[src/rtl/halfduplex_pin_ctrl_pkg.sv]
// Shared types and constants for the half-duplex pin controller:
// FSM state encoding, data-bit count and a TX-state helper.
package halfduplex_pin_ctrl_pkg;

    typedef enum logic [3:0] {
        ST_IDLE     = 4'd0,
        ST_TX_START = 4'd1,
        ST_TX_DATA  = 4'd2,
        ST_TX_STOP  = 4'd3,
        ST_TURN     = 4'd4,
        ST_RX_WAIT  = 4'd5,
        ST_RX_START = 4'd6,
        ST_RX_DATA  = 4'd7,
        ST_RX_STOP  = 4'd8
    } state_t;

    localparam int         DATA_BITS     = 8;
    localparam logic [2:0] LAST_DATA_BIT = 3'(DATA_BITS - 1);

    // The pad is only ever driven while one of the TX states is active.
    function automatic logic is_tx_state(input state_t s);
        return (s == ST_TX_START) || (s == ST_TX_DATA) || (s == ST_TX_STOP);
    endfunction

endpackage

[src/rtl/halfduplex_pin_ctrl_pin_sync.sv]
// Two-flop synchronizer for the asynchronous pad input. Resets to 1 so the
// idle (pulled-up) line never looks like a start bit coming out of reset.
module pin_sync (
    input  logic clk,
    input  logic reset,
    input  logic i_d,
    output logic o_q
);

    logic r_meta;
    logic r_sync;

    // Two-stage capture of the raw pin level.
    always_ff @(posedge clk or posedge reset) begin
        if (reset) begin
            r_meta <= 1'b1;
            r_sync <= 1'b1;
        end else begin
            r_meta <= i_d;
            r_sync <= r_meta;
        end
    end

    assign o_q = r_sync;

endmodule

[src/rtl/halfduplex_pin_ctrl.sv]
// Half-duplex 8N1 engine for one bidirectional pad: sends one byte, then
// optionally releases the pin and receives one response byte with timeout.
// All outputs are registered; next-state and next-output values come from a
// single combinational process.
module halfduplex_pin_ctrl
    import halfduplex_pin_ctrl_pkg::*;
#(
    parameter int CLKS_PER_BIT = 16,
    parameter int TURN_CYCLES  = 2,
    parameter int TIMEOUT_BITS = 32
) (
    input  logic       clk,
    input  logic       reset,
    input  logic [7:0] tx_data,
    input  logic       tx_valid,
    input  logic       expect_rx,
    output logic       tx_ready,
    output logic       busy,
    output logic [7:0] rx_data,
    output logic       rx_valid,
    output logic       rx_frame_err,
    output logic       rx_timeout,
    output logic       pad_o,
    output logic       pad_t,
    input  logic       pad_i
);

    localparam int CNT_W  = $clog2(CLKS_PER_BIT);
    localparam int TURN_W = (TURN_CYCLES > 1) ? $clog2(TURN_CYCLES) : 1;
    localparam int TO_W   = $clog2(TIMEOUT_BITS * CLKS_PER_BIT);

    localparam logic [CNT_W-1:0]  CNT_LAST  = CNT_W'(CLKS_PER_BIT - 1);
    localparam logic [CNT_W-1:0]  CNT_HALF  = CNT_W'(CLKS_PER_BIT / 2 - 1);
    localparam logic [TURN_W-1:0] TURN_LAST = TURN_W'(TURN_CYCLES - 1);
    localparam logic [TO_W-1:0]   TO_LAST   = TO_W'(TIMEOUT_BITS * CLKS_PER_BIT - 1);

    state_t              r_state, w_state_d;
    logic [CNT_W-1:0]    r_cnt,   w_cnt_d;
    logic [2:0]          r_bit,   w_bit_d;
    logic [TURN_W-1:0]   r_turn,  w_turn_d;
    logic [TO_W-1:0]     r_to,    w_to_d;
    logic                r_expect, w_expect_d;
    logic                r_pad_t, w_pad_t_d;
    logic                r_pad_o, w_pad_o_d;
    logic                r_tx_ready, w_tx_ready_d;
    logic                r_busy,  w_busy_d;
    logic [7:0]          r_rx_data, w_rx_data_d;
    logic                r_rx_valid, w_rx_valid_d;
    logic                r_rx_ferr,  w_rx_ferr_d;
    logic                r_rx_tout,  w_rx_tout_d;
    logic [7:0]          r_tx_shift;
    logic [7:0]          r_rx_shift;
    logic                w_tx_load;
    logic                w_tx_shift_en;
    logic                w_rx_shift_en;
    logic                w_bit_end;
    logic                w_pin_s;
    logic [TO_W-1:0]     w_to_sat;

    pin_sync u_pin_sync (
        .clk   (clk),
        .reset (reset),
        .i_d   (pad_i),
        .o_q   (w_pin_s)
    );

    // Next-state, counter and registered-output logic for the whole transaction.
    always_comb begin
        w_state_d     = r_state;
        w_cnt_d       = r_cnt;
        w_bit_d       = r_bit;
        w_turn_d      = r_turn;
        w_to_d        = r_to;
        w_expect_d    = r_expect;
        w_pad_o_d     = r_pad_o;
        w_rx_data_d   = r_rx_data;
        w_rx_valid_d  = 1'b0;
        w_rx_ferr_d   = 1'b0;
        w_rx_tout_d   = 1'b0;
        w_tx_load     = 1'b0;
        w_tx_shift_en = 1'b0;
        w_rx_shift_en = 1'b0;
        w_bit_end     = (r_cnt == CNT_LAST);
        // Timeout cycle count keeps running through a false start but must not wrap.
        w_to_sat      = (r_to == TO_LAST) ? r_to : r_to + 1'b1;

        case (r_state)
            ST_IDLE: begin
                if (tx_valid && r_tx_ready) begin
                    w_state_d  = ST_TX_START;
                    w_cnt_d    = '0;
                    w_expect_d = expect_rx;
                    w_tx_load  = 1'b1;
                    w_pad_o_d  = 1'b0;
                end
            end
            ST_TX_START: begin
                if (w_bit_end) begin
                    w_state_d = ST_TX_DATA;
                    w_cnt_d   = '0;
                    w_bit_d   = '0;
                    w_pad_o_d = r_tx_shift[0];
                end else begin
                    w_cnt_d = r_cnt + 1'b1;
                end
            end
            ST_TX_DATA: begin
                if (w_bit_end) begin
                    w_cnt_d = '0;
                    if (r_bit == LAST_DATA_BIT) begin
                        w_state_d = ST_TX_STOP;
                        w_pad_o_d = 1'b1;
                    end else begin
                        w_bit_d       = r_bit + 1'b1;
                        w_tx_shift_en = 1'b1;
                        w_pad_o_d     = r_tx_shift[1];
                    end
                end else begin
                    w_cnt_d = r_cnt + 1'b1;
                end
            end
            ST_TX_STOP: begin
                if (w_bit_end) begin
                    w_cnt_d  = '0;
                    w_turn_d = '0;
                    w_state_d = r_expect ? ST_TURN : ST_IDLE;
                end else begin
                    w_cnt_d = r_cnt + 1'b1;
                end
            end
            ST_TURN: begin
                if (r_turn == TURN_LAST) begin
                    w_state_d = ST_RX_WAIT;
                    w_cnt_d   = '0;
                    w_to_d    = '0;
                end else begin
                    w_turn_d = r_turn + 1'b1;
                end
            end
            ST_RX_WAIT: begin
                if (!w_pin_s) begin
                    w_state_d = ST_RX_START;
                    w_cnt_d   = '0;
                    w_to_d    = w_to_sat;
                end else if (r_to == TO_LAST) begin
                    w_state_d   = ST_IDLE;
                    w_rx_tout_d = 1'b1;
                end else begin
                    w_to_d = r_to + 1'b1;
                end
            end
            ST_RX_START: begin
                w_to_d = w_to_sat;
                if (r_cnt == CNT_HALF) begin
                    w_cnt_d = '0;
                    if (w_pin_s) begin
                        w_state_d = ST_RX_WAIT;
                    end else begin
                        w_state_d = ST_RX_DATA;
                        w_bit_d   = '0;
                    end
                end else begin
                    w_cnt_d = r_cnt + 1'b1;
                end
            end
            ST_RX_DATA: begin
                if (w_bit_end) begin
                    w_cnt_d       = '0;
                    w_rx_shift_en = 1'b1;
                    if (r_bit == LAST_DATA_BIT) begin
                        w_state_d = ST_RX_STOP;
                    end else begin
                        w_bit_d = r_bit + 1'b1;
                    end
                end else begin
                    w_cnt_d = r_cnt + 1'b1;
                end
            end
            ST_RX_STOP: begin
                if (w_bit_end) begin
                    w_cnt_d   = '0;
                    w_state_d = ST_IDLE;
                    if (w_pin_s) begin
                        w_rx_data_d  = r_rx_shift;
                        w_rx_valid_d = 1'b1;
                    end else begin
                        w_rx_ferr_d = 1'b1;
                    end
                end else begin
                    w_cnt_d = r_cnt + 1'b1;
                end
            end
            default: begin
                w_state_d = ST_IDLE;
            end
        endcase

        // Pad outputs and handshake follow the state being entered, so the pin
        // is released on the same edge that leaves the TX states.
        w_pad_t_d = !is_tx_state(w_state_d);
        if (w_pad_t_d) begin
            w_pad_o_d = 1'b1;
        end
        w_tx_ready_d = (w_state_d == ST_IDLE);
        w_busy_d     = (w_state_d != ST_IDLE);
    end

    // Control state, counters and registered outputs; reset releases the pin at once.
    always_ff @(posedge clk or posedge reset) begin
        if (reset) begin
            r_state    <= ST_IDLE;
            r_cnt      <= '0;
            r_bit      <= '0;
            r_turn     <= '0;
            r_to       <= '0;
            r_expect   <= 1'b0;
            r_pad_t    <= 1'b1;
            r_pad_o    <= 1'b1;
            r_tx_ready <= 1'b1;
            r_busy     <= 1'b0;
            r_rx_data  <= 8'h00;
            r_rx_valid <= 1'b0;
            r_rx_ferr  <= 1'b0;
            r_rx_tout  <= 1'b0;
        end else begin
            r_state    <= w_state_d;
            r_cnt      <= w_cnt_d;
            r_bit      <= w_bit_d;
            r_turn     <= w_turn_d;
            r_to       <= w_to_d;
            r_expect   <= w_expect_d;
            r_pad_t    <= w_pad_t_d;
            r_pad_o    <= w_pad_o_d;
            r_tx_ready <= w_tx_ready_d;
            r_busy     <= w_busy_d;
            r_rx_data  <= w_rx_data_d;
            r_rx_valid <= w_rx_valid_d;
            r_rx_ferr  <= w_rx_ferr_d;
            r_rx_tout  <= w_rx_tout_d;
        end
    end

    // TX and RX shift registers; contents are only meaningful inside a frame.
    always_ff @(posedge clk) begin
        if (w_tx_load) begin
            r_tx_shift <= tx_data;
        end else if (w_tx_shift_en) begin
            r_tx_shift <= {1'b0, r_tx_shift[7:1]};
        end
        if (w_rx_shift_en) begin
            r_rx_shift <= {w_pin_s, r_rx_shift[7:1]};
        end
    end

    assign tx_ready     = r_tx_ready;
    assign busy         = r_busy;
    assign rx_data      = r_rx_data;
    assign rx_valid     = r_rx_valid;
    assign rx_frame_err = r_rx_ferr;
    assign rx_timeout   = r_rx_tout;
    assign pad_o        = r_pad_o;
    assign pad_t        = r_pad_t;

endmodule

[config.mk]
export PLATFORM = sky130hd
export DESIGN_NAME = halfduplex_pin_ctrl
export DESIGN_NICKNAME = d
export VERILOG_FILES = /design/src/rtl/halfduplex_pin_ctrl_pkg.sv /design/src/rtl/halfduplex_pin_ctrl_pin_sync.sv /design/src/rtl/halfduplex_pin_ctrl.sv
export SDC_FILE = /design/constraint.sdc
export NUM_CORES = 1
export LEC_CHECK = 0
export ABC_AREA = 0
export CORE_UTILIZATION = 45
export CTS_BUF_LIST = sky130_fd_sc_hd__clkbuf_2
export DETAILED_ROUTE_END_ITERATION = 8
export GPL_ROUTABILITY_DRIVEN = 0
export GPL_TIMING_DRIVEN = 0
export PLACE_DENSITY = 0.65
export SYNTH_ARGS = -nofsm -noshare
export SYNTH_HDL_FRONTEND = slang
export SYNTH_HIERARCHICAL = 1
export SYNTH_SLANG_ARGS = --single-unit
[constraint.sdc]
create_clock -name clk -period 2.65 [get_ports clk]
set_input_delay 0.6625 -clock clk [delete_from_list [all_inputs] [get_ports clk]]
set_output_delay 0.6625 -clock clk [all_outputs]
set_load 0.03 [all_outputs]
==> results.toml <==
[run_status]
status = "completed"

[hold_path]
hold_class = "register to register"
hold_depth = 0

[setup_path]
worst-path-stages = 9
cp_top_family = "simple AND/OR/NAND/NOR gates"
worstPathRequired_ps = 3050
critPathSlowestCell = "dfrtp_1"
cp.arrival_ps = 2840
endpoint_kind = "register"
worstSetupStartpointType = "register"
crit_top_cell = "and3_1"
crit_buf_inv = 0
critical_path_class = "register to register"
crit_chain = "and3_1 -> and3_1 -> and3_1 -> ha_1 -> nand2b_1 -> a21oi_4 -> o211ai_1 -> or3_1 -> a21oi_1"
critPathMaxStageDelay_ps = 480
cp_max_fo = 5
reg2reg_depth = 9

[synth]
ys_async_sr_fraction = 0.709
synth_edf_count = 16
synth_area_sq_um = 2700
ys_types = 58
ys_ff_latch = 55
synth_area_leaders = "dfrtp_1 32%, edfxtp_1 18%, dfstp_2 4.9%, mux2_4 4.5%, mux2_2 3.3%"
yosys.area.top_type = "dfrtp_1"
ys_warn_count = 6
synth_cells = 230
syn_area_per_cell_sq_um = 11.7
synth_ff_type = "dfrtp_1"
ys_seq_area_frac = 0.542
synth_top_area_share = 0.315
synth_nets = 248

[place]
io_buffer_count = 27
hpwl_um = 3530
post-place-ws_ps = 204

[clock_network]
clk-insertion-delay-late_ps = 440
clock-sinks = 55
cts_tree = "yes"
htreeDepth = 2
numCtsBuffers = 5
post_cts.repair.setup_buffers = 0
clk_pin_slew_ps = 300
clockBufferDepth = 2
clockRootBuffer = "clkbuf_2"

[final_layout]
multiInputGateArea_sq_um = 1150
n_fill_cell = 486
antennaDiodeCount = 0
area_delta_synth_final_pct = 15.4
layout-drive-gt1-share = 0.177
regArea_sq_um = 1460
fin_nets = 282

[sta]
tns_ps = 0
fin_skew_ps = 13.4
tightest_slew_ps = 1120
setup_violations = 0
timing.fmax_ghz = 0.410
drv_slew = 0
rsz0062_at_grt = "no"
layout_setup_ws_ps = 211
hold_viol_final = 0
max-slew-margin-rel = 0.249
period_share = 0.920
timing.final.crit_period_ps = 2440

[floorplan]
die_area_sq_um = 6310
rows = 27
initial_utilization = 0.478
dieWidth_um = 79.4
core-area_sq_um = 5640
io_pins = 28
fp.dieH_um = 79.4

[detailed_routing]
first_pass_iters = 5
via_per_inst = 5.53
routed.top_layer = "met4"
wl_um = 5160
wl_met1_um = 2490
route.met2.wl_um = 2440
ant_nets = 0
wl_per_cell_um = 15.3
drc = 0
dr_wl_met3_um = 197
vias = 1864
first_iter_violations = 129

[global_routing]
grt_util_all_layers = 0.184
grt_pass1_wl_um = 8940
grt_pass1_vias = 1810
grt_max_degree = 38
overflow = 0
antenna_found_initial = 0

[power_and_ir_drop]
peakVddDrop_mv = 0.208
power_density_nw_per_um2 = 405
leakagePower_nw = 1.27

[run]
maxCapViolCount = 0
-- cells in the mapped netlist, drive strengths merged, types with 4 or more instances --
cell type and instances:
o21ai 11, nor3 7, nand3 5, xor2 6, mux2 17, nand2b 10, nor2 12, dfrtp 34
ha 5, edfxtp 16, buf 8, nand2 15, a21oi 9, inv 7, and3 6, clkbuf 4
a31oi 4, dfstp 5
-- routing by layer --
| layer | GRT usage | vias to the layer above |
|---|---|---|
| li1 | - | 920 |
| met1 | 0.261 | 894 |
| met2 | 0.287 | 46 |
| met3 | 0.0389 | 4 |
| met4 | 0.0400 | 0 |
| met5 | 0 | - |
-- sequential cells by signal, summed over array words and instances, names as in the netlist, 3 cells and up --
register    cells
r_rx_shift      8
r_state         4
r_cnt           4
r_tx_shift      8
rx_data         8
r_bit           3
r_to            9
-- power by group --
part / internal [W] / leakage, nW / total (W) / switching [W]
sequential: 0.000874 / 0.639 / 0.000875 / 0.000000491
clock: 0.0000706 / 0.0309 / 0.000354 / 0.000284
combinational: 0.0000165 / 0.601 / 0.0000329 / 0.0000164
-- layout make-up --
type,count,area share
buffer,12,0.0197
clock buffer,5,0.00804
clock inverter,3,0.00763
inverter,7,0.00844
multi-input combinational,156,0.371
sequential,55,0.470
tap,72,0.0289
timing repair buffer,27,0.0868
-- through the flow --
stage	power, W	cells	cell area, sq um	utilization	hold WS, ps
after floorplan	0.000900	230	2700	-	345
after global placement	0.000923	329	3060	0.542	346
after detailed placement	0.000924	329	3060	0.542	348
after CTS	0.00128	337	3110	0.551	378
after global routing	0.00131	337	3110	0.552	382
final	0.00126	337	3110	0.552	378
-- cells in the final DEF (no fill, tap or decap), types with 8 or more instances in the layout --
master	synthesis	routed
mux2_2	8	8
mux2_4	8	8
clkdlybuf4s50_1	0	27
nor2_1	10	10
nand2_1	14	14
a21oi_1	8	8
nand2b_1	10	10
edfxtp_1	16	16
dfrtp_1	34	34
-- cell families (layout without fill, tap and decap cells) --
group,Yosys count,count (layout),synth area share
compound gates,47,47,0.118
xor+xnor,6,6,0.0195
fa+ha+maj,7,7,0.0311
buf+inv,19,54,0.0325
flops,55,55,0.542
mux,18,18,0.0858
simple gates,78,78,0.171
-- worst paths after layout --
check,startpoint,endpoint,slack [ps]
max in group asynchronous,reset,r_turn,1490
worst min-delay path,u_pin_sync/r_meta,u_pin_sync/o_q,380
worst max-delay path,r_to[2],r_to[6],210
worst max register to register,r_to[2],r_to[6],210
worst min register to register,u_pin_sync/r_meta,u_pin_sync/o_q,380
min in group asynchronous,reset,u_pin_sync/o_q,540
-- repair_timing --
item / 4_1_cts / 5_1_grt
hold buffers: 0 / 0
endpoints found under the setup margin: 0 / 1
resized for setup: 0 / 1
(Power assumes the default switching activity.)
